<file path="src/rtl/day10_pkg.sv">
// Shared widths, ASCII byte constants and parser state encoding for the
// day-10 line parser.
package day10_pkg;

  localparam int DEF_MAX_NUM_LIGHTS  = 6;
  localparam int DEF_MAX_NUM_BUTTONS = 6;
  localparam int DEF_MAX_NUM_LIGHTS_W =
    (DEF_MAX_NUM_LIGHTS <= 1) ? 1 : $clog2(DEF_MAX_NUM_LIGHTS + 1);
  localparam int DEF_MAX_NUM_BUTTONS_W =
    (DEF_MAX_NUM_BUTTONS <= 1) ? 1 : $clog2(DEF_MAX_NUM_BUTTONS + 1);

  localparam logic [7:0] CH_LBRACK = 8'h5B; // '['
  localparam logic [7:0] CH_RBRACK = 8'h5D; // ']'
  localparam logic [7:0] CH_LPAREN = 8'h28; // '('
  localparam logic [7:0] CH_RPAREN = 8'h29; // ')'
  localparam logic [7:0] CH_LBRACE = 8'h7B; // '{'
  localparam logic [7:0] CH_COMMA  = 8'h2C; // ','
  localparam logic [7:0] CH_DOT    = 8'h2E; // '.'
  localparam logic [7:0] CH_HASH   = 8'h23; // '#'
  localparam logic [7:0] CH_NL     = 8'h0A; // '\n'
  localparam logic [7:0] CH_0      = 8'h30; // '0'
  localparam logic [7:0] CH_9      = 8'h39; // '9'

  typedef enum logic [2:0] {
    SEEK,
    LIGHTS,
    GAP,
    BUTTON,
    SKIP,
    DRAIN,
    EMIT
  } state_e;

  function automatic logic is_digit(input logic [7:0] ch);
    return (ch >= CH_0) && (ch <= CH_9);
  endfunction

endpackage

</file>
<file path="src/rtl/day10_index_accum.sv">
// Decimal digit accumulator for button light indices. Saturates at the
// all-ones value of its width so oversized indices are still caught by the
// range check in the parser rather than wrapping into a legal value.
module day10_index_accum #(
  parameter int IDX_W = 3
) (
  input  logic             clk,
  input  logic             rst,
  input  logic             clr,
  input  logic             en,
  input  logic [3:0]       digit,
  output logic [IDX_W-1:0] idx
);

  localparam int WIDE_W = IDX_W + 4;
  localparam logic [IDX_W-1:0] IDX_MAX = {IDX_W{1'b1}};

  logic [WIDE_W-1:0] wide;
  logic [IDX_W-1:0]  idx_next;

  // idx*10 + digit in a width that cannot overflow, then clamp
  always_comb begin
    wide     = ({4'd0, idx} * WIDE_W'(10)) + WIDE_W'(digit);
    idx_next = wide[IDX_W-1:0];
    if (wide > WIDE_W'(IDX_MAX)) begin
      idx_next = IDX_MAX;
    end
  end

  // Accumulator register; clear wins over a new digit
  always_ff @(posedge clk) begin
    if (rst) begin
      idx <= '0;
    end else if (clr) begin
      idx <= '0;
    end else if (en) begin
      idx <= idx_next;
    end
  end

endmodule

</file>
<file path="src/rtl/day10_line_parser.sv">
// AXI-Stream byte parser turning "[.##.] (3) (1,3) ... {..}" lines into a
// light target mask plus per-button toggle masks, handed to the consumer
// with a start/accepted handshake. The joltage group is skipped.
module day10_line_parser
  import day10_pkg::*;
#(
  parameter int MAX_NUM_LIGHTS    = DEF_MAX_NUM_LIGHTS,
  parameter int MAX_NUM_BUTTONS   = DEF_MAX_NUM_BUTTONS,
  parameter int MAX_NUM_LIGHTS_W  =
    (MAX_NUM_LIGHTS <= 1) ? 1 : $clog2(MAX_NUM_LIGHTS + 1),
  parameter int MAX_NUM_BUTTONS_W =
    (MAX_NUM_BUTTONS <= 1) ? 1 : $clog2(MAX_NUM_BUTTONS + 1)
) (
  input  logic                                             clk,
  input  logic                                             rst,
  input  logic                                             s_axis_tvalid,
  output logic                                             s_axis_tready,
  input  logic [7:0]                                       s_axis_tdata,
  input  logic                                             s_axis_tlast,
  output logic                                             start,
  input  logic                                             ready,
  input  logic                                             accepted,
  output logic [MAX_NUM_LIGHTS_W-1:0]                      num_lights,
  output logic [MAX_NUM_LIGHTS-1:0]                        target_lights,
  output logic [MAX_NUM_BUTTONS_W-1:0]                     num_buttons,
  output logic [MAX_NUM_BUTTONS-1:0][MAX_NUM_LIGHTS-1:0]   buttons,
  output logic                                             parse_err,
  output logic [15:0]                                      lines_out
);

  state_e state_q, state_d;

  logic [MAX_NUM_LIGHTS_W-1:0]                    count_q;
  logic [MAX_NUM_LIGHTS-1:0]                      target_q;
  logic [MAX_NUM_BUTTONS_W-1:0]                   nbtn_q;
  logic [MAX_NUM_BUTTONS-1:0][MAX_NUM_LIGHTS-1:0] btn_q;
  logic                                           err_q;
  logic [15:0]                                    lines_q;

  logic [MAX_NUM_LIGHTS_W-1:0] idx;
  logic [7:0] ch;
  logic beat;
  logic bad;
  logic err_set;
  logic act_clear, act_light, act_hash, act_open, act_commit, act_close;
  logic acc_clr, acc_en;

  // The consumer's idle flag does not gate emission; kept only for visibility.
  logic unused_ready;
  assign unused_ready = ready;

  assign ch            = s_axis_tdata;
  assign s_axis_tready = !rst && (state_q != EMIT);
  assign beat          = s_axis_tvalid && s_axis_tready;
  assign start         = (state_q == EMIT);

  assign num_lights    = count_q;
  assign target_lights = target_q;
  assign num_buttons   = nbtn_q;
  assign buttons       = btn_q;
  assign parse_err     = err_q;
  assign lines_out     = lines_q;

  day10_index_accum #(
    .IDX_W (MAX_NUM_LIGHTS_W)
  ) u_idx (
    .clk   (clk),
    .rst   (rst),
    .clr   (acc_clr),
    .en    (acc_en),
    .digit (ch[3:0]),
    .idx   (idx)
  );

  // State register
  always_ff @(posedge clk) begin
    if (rst) begin
      state_q <= SEEK;
    end else begin
      state_q <= state_d;
    end
  end

  // Per-byte decode: next state, record actions and error detection.
  // A tlast beat is treated as if a '\n' followed it within the line.
  always_comb begin
    state_d    = state_q;
    bad        = 1'b0;
    err_set    = 1'b0;
    act_clear  = 1'b0;
    act_light  = 1'b0;
    act_hash   = 1'b0;
    act_open   = 1'b0;
    act_commit = 1'b0;
    act_close  = 1'b0;
    acc_clr    = 1'b0;
    acc_en     = 1'b0;

    if (beat) begin
      unique case (state_q)
        SEEK: begin
          if (ch == CH_LBRACK) begin
            act_clear = 1'b1;
            state_d   = LIGHTS;
          end
        end
        LIGHTS: begin
          if (ch == CH_DOT || ch == CH_HASH) begin
            if (count_q == MAX_NUM_LIGHTS_W'(MAX_NUM_LIGHTS)) begin
              bad = 1'b1;
            end else begin
              act_light = 1'b1;
              act_hash  = (ch == CH_HASH);
            end
          end else if (ch == CH_RBRACK) begin
            state_d = GAP;
          end else begin
            bad = 1'b1;
          end
        end
        GAP: begin
          if (ch == CH_LPAREN) begin
            if (nbtn_q == MAX_NUM_BUTTONS_W'(MAX_NUM_BUTTONS)) begin
              bad = 1'b1;
            end else begin
              act_open = 1'b1;
              acc_clr  = 1'b1;
              state_d  = BUTTON;
            end
          end else if (ch == CH_LBRACE) begin
            state_d = SKIP;
          end else if (ch == CH_NL) begin
            state_d = EMIT;
          end
        end
        BUTTON: begin
          if (is_digit(ch)) begin
            acc_en = 1'b1;
          end else if (ch == CH_COMMA || ch == CH_RPAREN) begin
            if (idx >= count_q) begin
              bad = 1'b1;
            end else begin
              act_commit = 1'b1;
              acc_clr    = 1'b1;
              if (ch == CH_RPAREN) begin
                act_close = 1'b1;
                state_d   = GAP;
              end
            end
          end else begin
            bad = 1'b1;
          end
        end
        SKIP: begin
          if (ch == CH_NL) begin
            state_d = EMIT;
          end
        end
        DRAIN: begin
          if (ch == CH_NL || s_axis_tlast) begin
            state_d = SEEK;
          end
        end
        default: ;
      endcase

      if (bad) begin
        // A malformed '\n' or tlast byte already ends the line
        err_set = 1'b1;
        state_d = (ch == CH_NL || s_axis_tlast) ? SEEK : DRAIN;
      end else if (s_axis_tlast &&
                   (state_q == LIGHTS || state_q == GAP ||
                    state_q == BUTTON || state_q == SKIP)) begin
        unique case (state_d)
          GAP, SKIP:      state_d = EMIT;
          LIGHTS, BUTTON: begin
            err_set = 1'b1;
            state_d = SEEK;
          end
          default: ;
        endcase
      end
    end else if (state_q == EMIT && accepted) begin
      state_d = SEEK;
    end
  end

  // Working record: cleared on '[', built up byte by byte, held in EMIT
  always_ff @(posedge clk) begin
    if (rst) begin
      count_q  <= '0;
      target_q <= '0;
      nbtn_q   <= '0;
      btn_q    <= '0;
    end else begin
      if (act_clear) begin
        count_q  <= '0;
        target_q <= '0;
        nbtn_q   <= '0;
        btn_q    <= '0;
      end
      if (act_light) begin
        for (int l = 0; l < MAX_NUM_LIGHTS; l++) begin
          if (act_hash && count_q == MAX_NUM_LIGHTS_W'(l)) begin
            target_q[l] <= 1'b1;
          end
        end
        count_q <= count_q + MAX_NUM_LIGHTS_W'(1);
      end
      if (act_open) begin
        for (int b = 0; b < MAX_NUM_BUTTONS; b++) begin
          if (nbtn_q == MAX_NUM_BUTTONS_W'(b)) begin
            btn_q[b] <= '0;
          end
        end
      end
      if (act_commit) begin
        for (int b = 0; b < MAX_NUM_BUTTONS; b++) begin
          for (int l = 0; l < MAX_NUM_LIGHTS; l++) begin
            if (nbtn_q == MAX_NUM_BUTTONS_W'(b) && idx == MAX_NUM_LIGHTS_W'(l)) begin
              btn_q[b][l] <= 1'b1;
            end
          end
        end
      end
      if (act_close) begin
        nbtn_q <= nbtn_q + MAX_NUM_BUTTONS_W'(1);
      end
    end
  end

  // Sticky error flag and accepted-record counter
  always_ff @(posedge clk) begin
    if (rst) begin
      err_q   <= 1'b0;
      lines_q <= '0;
    end else begin
      if (err_set) begin
        err_q <= 1'b1;
      end
      if (start && accepted) begin
        lines_q <= lines_q + 16'd1;
      end
    end
  end

endmodule

</file>
<file path="config.mk">
export PLATFORM = sky130hd
export DESIGN_NAME = day10_line_parser
export DESIGN_NICKNAME = d
export VERILOG_FILES = /design/src/rtl/day10_pkg.sv /design/src/rtl/day10_index_accum.sv /design/src/rtl/day10_line_parser.sv
export SDC_FILE = /design/constraint.sdc
export NUM_CORES = 1
export LEC_CHECK = 0
export CAP_MARGIN = 5
export CORE_UTILIZATION = 39
export CTS_CLUSTER_SIZE = 20
export DETAILED_ROUTE_END_ITERATION = 10
export DONT_BUFFER_PORTS = 1
export GPL_ROUTABILITY_DRIVEN = 0
export PLACE_DENSITY_LB_ADDON = 0.3
export SYNTH_ARGS = -nofsm -noshare
export SYNTH_HDL_FRONTEND = slang
export SYNTH_SLANG_ARGS = --single-unit
</file>
<file path="constraint.sdc">
create_clock -name clk -period 2.4 [get_ports clk]
set_clock_uncertainty 0.05 [all_clocks]
set_input_delay 0.48 -clock clk [delete_from_list [all_inputs] [get_ports clk]]
set_output_delay 0.48 -clock clk [all_outputs]
set_load 0.05 [all_outputs]
</file>
Yosys cells after proc, flatten, opt, wreduce, memory -nomap -nowiden
Cells that the tools add are included.
Storage, ports and cells
  flip-flop bits (word level): 71
  latch bits: 0
  bits in writable memories: 0
  memory bits (read-only): 0
  memories: 0
Operators by class
  $add $sub $neg: 4
  multipliers: 1
  div/mod/pow operators: 0
  $lt $le $gt $ge: 4
  equal/unequal tests: 37
  shift-type cells: 0
  muxes and demuxes: 122
  bitwise operators: 0
  reductions and logical operators: 64
Operators by type and width (count)
  36-bit two-way mux: 3
  1-bit two-way mux: 85
  3-bit two-way mux: 22
  6-bit two-way mux: 8
  1-bit logical AND: 47
  8-bit by 6-bit equality test with 1-bit output, second input constant: 5
  3-bit equality test, second input constant: 12
  3-bit by 2-bit equality test with 1-bit output, second input constant: 10
  8-bit by 7-bit equality test with 1-bit output, second input constant: 3
  3-bit one-hot mux with 6 select lines: 1
  16-bit by 1-bit adder with 16-bit output, second input constant: 1
  3-bit by 1-bit equality test with 1-bit output, second input constant: 5
  3-bit logical NOT: 4
  8-bit by 4-bit equality test with 1-bit output, second input constant: 1
  8-bit by 6-bit greater-or-equal comparator with 1-bit output, second input constant: 1
  8-bit by 6-bit less-or-equal comparator with 1-bit output, second input constant: 1
  7-bit by 4-bit adder with 7-bit output: 1
  7-bit by 3-bit > comparator with 1-bit output, second input constant: 1
  3-bit by 1-bit adder with 3-bit output, second input constant: 2
  1-bit logical OR: 6
  3-bit by 3-bit multiplier with 6-bit output, second input constant: 1
  3-bit one-hot mux with 2 select lines: 1
  2-bit nonzero test: 3
  2-bit OR reduction: 3
  5 further kinds: 5

Depth between registers and ports, before layout
  depth in word-level cells: 13
  gate-level depth with buffers: 8

Hierarchy
A second synthesis with hierarchy kept.
Second synthesis, totals
  cells, all modules: 397
  area total of the unflattened synthesis: 3580.9 µm²
Modules (own cells, without submodules)
  day10_line_parser: times used 1, cells an instance 371, area each 3319.4 µm², sequential area each 1361.3 µm²
  day10_index_accum: times used 1, cells an instance 26, area each 261.5 µm², sequential area each 60.1 µm²

Worst setup path after synthesis
No wires, ideal clock.
  path kind: register to register
  start point: register count_q[0], in the netlist num_lights[0]
  end point: register state_q[2]
  arrival time: 2.226 ns
  data required time: 2.247 ns
  setup slack: 0.021 ns
  cell stages (with the launch flop): 8
  buffers on the path: 0
  clock period less this slack: 2.379 ns
  cell sequence: dfxtp_1 > ha_1 > nand2b_1 > a21oi_1 > o211a_1 > a2111oi_2 > or3b_1 > a2111oi_2
On the way
  longest elaborated chain between the ends: 12
  elaborated cells between the ends (all ways): 24
  classes of those cells: 1 x order compare; 5 x eq/ne; 16 x mux; 2 x reduce/logical
Ends and longest elaborated chain
  start: declaration: RTL line day10_line_parser.sv:33  | logic [MAX_NUM_LIGHTS_W-1:0] count_q;
  start signal: assignment: RTL line day10_line_parser.sv:208  | count_q <= count_q + MAX_NUM_LIGHTS_W'(1);
  3-bit greater-or-equal comparator: RTL line day10_line_parser.sv:140  | if (idx >= count_q) begin
  3-bit two-way mux: RTL line day10_line_parser.sv:140
  3-bit two-way mux: RTL line day10_line_parser.sv:139  | end else if (ch == CH_COMMA || ch == CH_RPAREN) begin
  3-bit two-way mux: RTL line day10_line_parser.sv:137  | if (is_digit(ch)) begin
  3-bit one-hot mux with 6 select lines: RTL line day10_line_parser.sv:100  | unique case (state_q)
  3-bit two-way mux: RTL line day10_line_parser.sv:99  | if (beat) begin
  3-bit by 1-bit equality test with 1-bit output (tied with other cells): RTL line day10_line_parser.sv:174  | unique case (state_d)
  2-bit OR reduction: RTL line day10_line_parser.sv:174
  3-bit one-hot mux with 2 select lines: RTL line day10_line_parser.sv:174
  3-bit two-way mux: RTL line day10_line_parser.sv:171  | end else if (s_axis_tlast &&
  3-bit two-way mux (*): RTL line day10_line_parser.sv:167  | if (bad) begin
  3-bit two-way mux (*): RTL line day10_line_parser.sv:99
  end signal: assignment: RTL line day10_line_parser.sv:80  | state_q <= state_d;
  end: declaration: RTL line day10_line_parser.sv:31  | state_e state_q, state_d;
Every way passes the cells marked *; elsewhere a longest branch is shown, timed or not. The select of a mux whose other input is x is not followed.
A chain may end at the register's enable or synchronous reset.

Worst setup path after layout
  start point: register u_idx.idx[0]
  end point: register state_q[2]
On the way
  longest elaborated chain between the ends: 12
  elaborated cells between the ends (all ways): 21
  classes of those cells: 1 x order compare; 4 x eq/ne; 14 x mux; 2 x reduce/logical
Ends and longest elaborated chain
  start: declaration: RTL line day10_index_accum.sv:12  | output logic [IDX_W-1:0] idx
  start signal: assignment: RTL line day10_index_accum.sv:37  | idx <= idx_next;
  3-bit greater-or-equal comparator (*): RTL line day10_line_parser.sv:140
  3-bit two-way mux: RTL line day10_line_parser.sv:140
  3-bit two-way mux: RTL line day10_line_parser.sv:139
  3-bit two-way mux: RTL line day10_line_parser.sv:137
  3-bit one-hot mux with 6 select lines: RTL line day10_line_parser.sv:100
  3-bit two-way mux: RTL line day10_line_parser.sv:99
  3-bit by 1-bit equality test with 1-bit output (tied with other cells): RTL line day10_line_parser.sv:174
  2-bit OR reduction: RTL line day10_line_parser.sv:174
  3-bit one-hot mux with 2 select lines: RTL line day10_line_parser.sv:174
  3-bit two-way mux: RTL line day10_line_parser.sv:171
  3-bit two-way mux (*): RTL line day10_line_parser.sv:167
  3-bit two-way mux (*): RTL line day10_line_parser.sv:99
Marked as above.

==> results.md <==
Run status:
- The flow ran to the end, but the final reports show violations.
- The checks that failed: DRC.

Floorplan:
- For this configuration, the core starts out at a cell density of 0.4079.
- The floorplan die area is approximately 0.0096 mm^2.
- The I/O pin count is 81.
- In this run the horizontal extent of the chip is 97.97 um.
- The die is 97.97 um tall.
- The floorplan has 34 rows.
- The core region is between 0.008 and 0.009 mm^2.

Placement:
- The instance area after placement is 0.003913 mm^2.
- Before CTS, the worst setup slack after placement is 81.57 ps.
- The half-perimeter wire length after detailed placement is 6861 um.
- The count of buffers added on input and output ports is 0.
- Including well taps, the total number of placed cells is 551.

Synthesis:
- The synthesized design contains 71 register bits.
- Of the total synthesized cell area, the portion taken by full adders, half adders and majority gates is 0.07524.
- The number of cells produced by synthesis is 425.
- The number of enable-type register cells in the synthesized netlist is 0.
- After synthesis, the mean cell area works out to around 8.5 um^2.
- In the synthesized netlist the async set-or-reset flop fraction comes to 0.
- The simple-gate share of the synthesized area is 0.2825.
- The post-synth net total is 460.
- The mux share of post-synthesis cell area is 0.002786.
- The predominant post-synthesis flop cell is dfxtp_1.
- The count of cell types in the netlist is 54.
- Yosys printed 0 warnings.
- Of the synthesized area, sequential elements account for 0.3957.
- The area share of xor/xnor cells in the synthesized design is 0.03657.
- The compound-gate portion of the synthesized area is 0.1721.
- The cell area that synthesis handed to floorplanning was 0.003592 mm^2.
- After synthesis, the largest family of logic cells by area is simple AND/OR/NAND/NOR gates.

Setup path:
- The worst setup path is launched from a register.
- The critical path arrival is 2380 ps.
- Of all nets on the critical path, the largest fanout is 4.
- The capture instance of the worst register-to-register path is state_q[2].
- The data required time of the worst path is about 2600 ps.
- The worst setup path is captured at a register.
- The type of the worst setup path is reg -> reg.
- Counting cells, the worst reg-to-reg path comes to 8.
- The worst register-to-register path begins at u_idx.idx[0].
- The setup check on the worst reg-to-reg path leaves a slack of roughly 210 ps.

Clock tree:
- In this run, post-CTS hold repair placed 0 buffers.
- The later pin in the worst-skew pair is clocked with a latency of between 300 and 400 ps.
- The number of H-tree levels is 3.
- The maximum clock path buffer count is 2.
- TritonCTS built the clock tree.
- The clock transition time at the flip-flop clock pins of the worst setup and hold paths is 80 ps.
- The root cell of the clock tree is clkbuf_8.
- The clock buffer count from CTS is 9.
- The CTS sink count is slightly above 70.

Detailed routing:
- In the routed design, unresolved DRC markers number 8.
- The routed wirelength normalized by instance count is 15.80 um.
- The post-detailed-route via-to-cell ratio is 5.576.
- After the first detailed-routing iteration, the DRC count stood at 107.
- The residual antenna-violating net count after detailed routing is 0.
- The vias after detailed routing is between 3k and 4k.
- The detailed-route wire length is 8975 um.
- For this run, the detailed router's first-pass iteration total came to 7.

STA:
- Timing would allow up to approximately 460 MHz.
- For the final routed database, the setup TNS stands at 0 ps.
- Setup repair after global routing left no endpoint under its margin.
- The minimum period implied by the final worst setup slack is 2186 ps.
- The worst path setup slack after routing is 213.9 ps.
- Across all hold checks on the routed design, the worst slack comes to 141.4 ps.
- The total count of hold-check failures in the final report is 0.
- Setup violations remaining at the end of the flow were counted as 0.
- The actual slew at the worst max-slew pin is 730.8 ps.
- The final number of max-transition violations is 0.
- The final critical-path share of the clock period is 0.9109.
- The normalized max-slew margin is 0.5090.

GRT:
- The total track usage is 0.1936.
- The number of global-route vias before repair is just over 3k.
- The pin count of the biggest net entering global routing is 54.
- The global-route wire length before repair is 14870 um.
- The total overflow left after global routing is 0.
- The number of antenna violations at the first check in global routing is 0.

Layout:
- The multi-input gate area in the final layout is 0.002044 mm^2.
- The repair_antennas step left the layout with diodes totalling 0.
- The layout has 823 filler cells.
- The sequential cell area is 0.001421 mm^2.
- After the flow finishes, the layout carries non-filler instances totaling 568.
- From synthesis to final layout, the design area changed by 16.13%.
- The finished cells cover 0.004172 mm^2.
- Measured on the finished design, the core utilization comes to 0.4737.
- The final layout contains 490 nets.
- The proportion of layout cells with a drive suffix above 1 is 0.1391.

Pwr:
- The power density over the cells is 586.3 mW/mm^2.
- The total design power is 2.446 mW.
- The maximum VDD drop is 273.1 uV.
- The leakage power summed over all cells is 1.557 nW.

Worst hold path:
- The worst hold path belongs to the class in -> reg.
- The number of cells on the worst hold path is 1.
- The endpoint of the worst hold path is state_q[2].
- The critical hold path startpoint is rst.

Run:
- The count of maximum capacitance violations is 0.
-- state kept, by name, summed over array words and instances (netlist names) --
signal / cells
parse_err: 1
num_buttons: 3
state_q: 3
u_idx.idx: 3
lines_out: 16
num_lights: 3
buttons: 36
target_lights: 6
-- kinds of logic after synthesis --
logic type | count (synthesis)
AND/OR/NAND/NOR | 193
AO/OA/AOI/OAI | 93
flip-flops | 71
buffers and inverters | 31
adder cells (fa/ha/maj) | 21
XOR/XNOR | 15
multiplexers | 1
-- synth_stat cells, types with 3 or more instances --
cell      count  area [um^2]
a21o_1        3        22.52
a21oi_1      21        105.1
a22oi_1      10        75.07
a31oi_1       4        25.02
and2_1        3        18.77
and3_1        4        25.02
and4b_1       3        30.03
buf_2         8        40.04
clkbuf_1      8        30.03
dfxtp_1      71         1421
ha_1         20        250.2
inv_1        15        56.30
nand2_1      55        206.5
nand3_1      19        95.09
nand4_1      11        68.82
nand4b_1      3        26.28
nor2_1       46        172.7
nor2b_1       6        37.54
nor3_1       19        95.09
nor3b_1       4        30.03
nor4b_2       3        45.04
o21ai_0      13        65.06
o21ai_1      18        90.09
o221a_2       3        33.78
or3_1         3        18.77
xnor2_1       3        26.28
xor2_1       12        105.1
-- how the worst max path moves through the flow --
| stage | from | to | slack [ps] | depth (start not counted) |
|---|---|---|---|---|
| final | u_idx.idx[0] | state_q[2] | 210 | 8 |
| after global placement | s_axis_tdata[4] | buttons[31] | 140 | 6 |
| after CTS | u_idx.idx[0] | buttons[14] | 200 | 8 |
| after floorplan | num_lights[0] | state_q[2] | 20 | 7 |
| after global routing | u_idx.idx[0] | buttons[13] | 10 | 8 |
| after detailed placement | s_axis_tdata[4] | buttons[14] | 80 | 6 |
-- per-layer routing --
| layer | GRT usage | routed length, um | vias to the layer above |
|---|---|---|---|
| li1 | - | - | 1584 |
| met1 | 0.2250 | 3770 | 1481 |
| met2 | 0.3169 | 4240 | 84 |
| met3 | 0.07373 | 745 | 18 |
| met4 | 0.08508 | 219 | 0 |
| met5 | 0 | 0 | - |
-- timing repair --
action / CTS / global route
buffers inserted: 0 / 1
gates resized for setup: 0 / 0
endpoints found under the hold margin: 0 / 0
endpoints found under the setup margin: 0 / 4
-- critical path, stage by stage, from the launching register on --
cell,delay (ps)
dfxtp_1,330
inv_1,60
ha_1,250
nand2b_1,150
a21oi_1,220
o211a_1,220
a2111oi_2,80
or3b_1,420
a2111oi_2,290
-- placed cells by master, fill, tap and decap left out, types with 3 or more instances in the layout --
master      n
nand3_1    19
nor3_1     19
nor4b_2     3
o21ai_1    18
bufinv_16   3
o221a_2     3
xor2_1     12
buf_4      35
nand4b_1    3
nand4_1    11
inv_1      15
a31oi_1     4
nand2_1    55
nor2b_1     6
clkbuf_8    9
nor3b_1     4
xnor2_1     3
a21oi_1    21
o21ai_0    13
or3_1       3
and4b_1     3
nor2_1     46
dfxtp_1    71
ha_1       20
and3_1      4
a21o_1      3
a22oi_1    10
and2_1      3
-- area by class of cell --
cell class              count  share of cell area
inverters                  15             0.01350
multi-input cells         323              0.4901
flip-flops and latches     71              0.3407
clock buffers               9             0.02969
well taps                 108             0.03239
clock inverters             7             0.03059
repair buffers             35             0.06299
-- report_power, final --
part / switching [mW] / internal [mW] / leakage, nW
clock network: 0.492 / 0.706 / 0.126
logic: 0.0370 / 0.0291 / 0.859
registers: 0.00333 / 1.18 / 0.572
total: 0.532 / 1.91 / 1.56
Power figures use the tool's default switching activity.
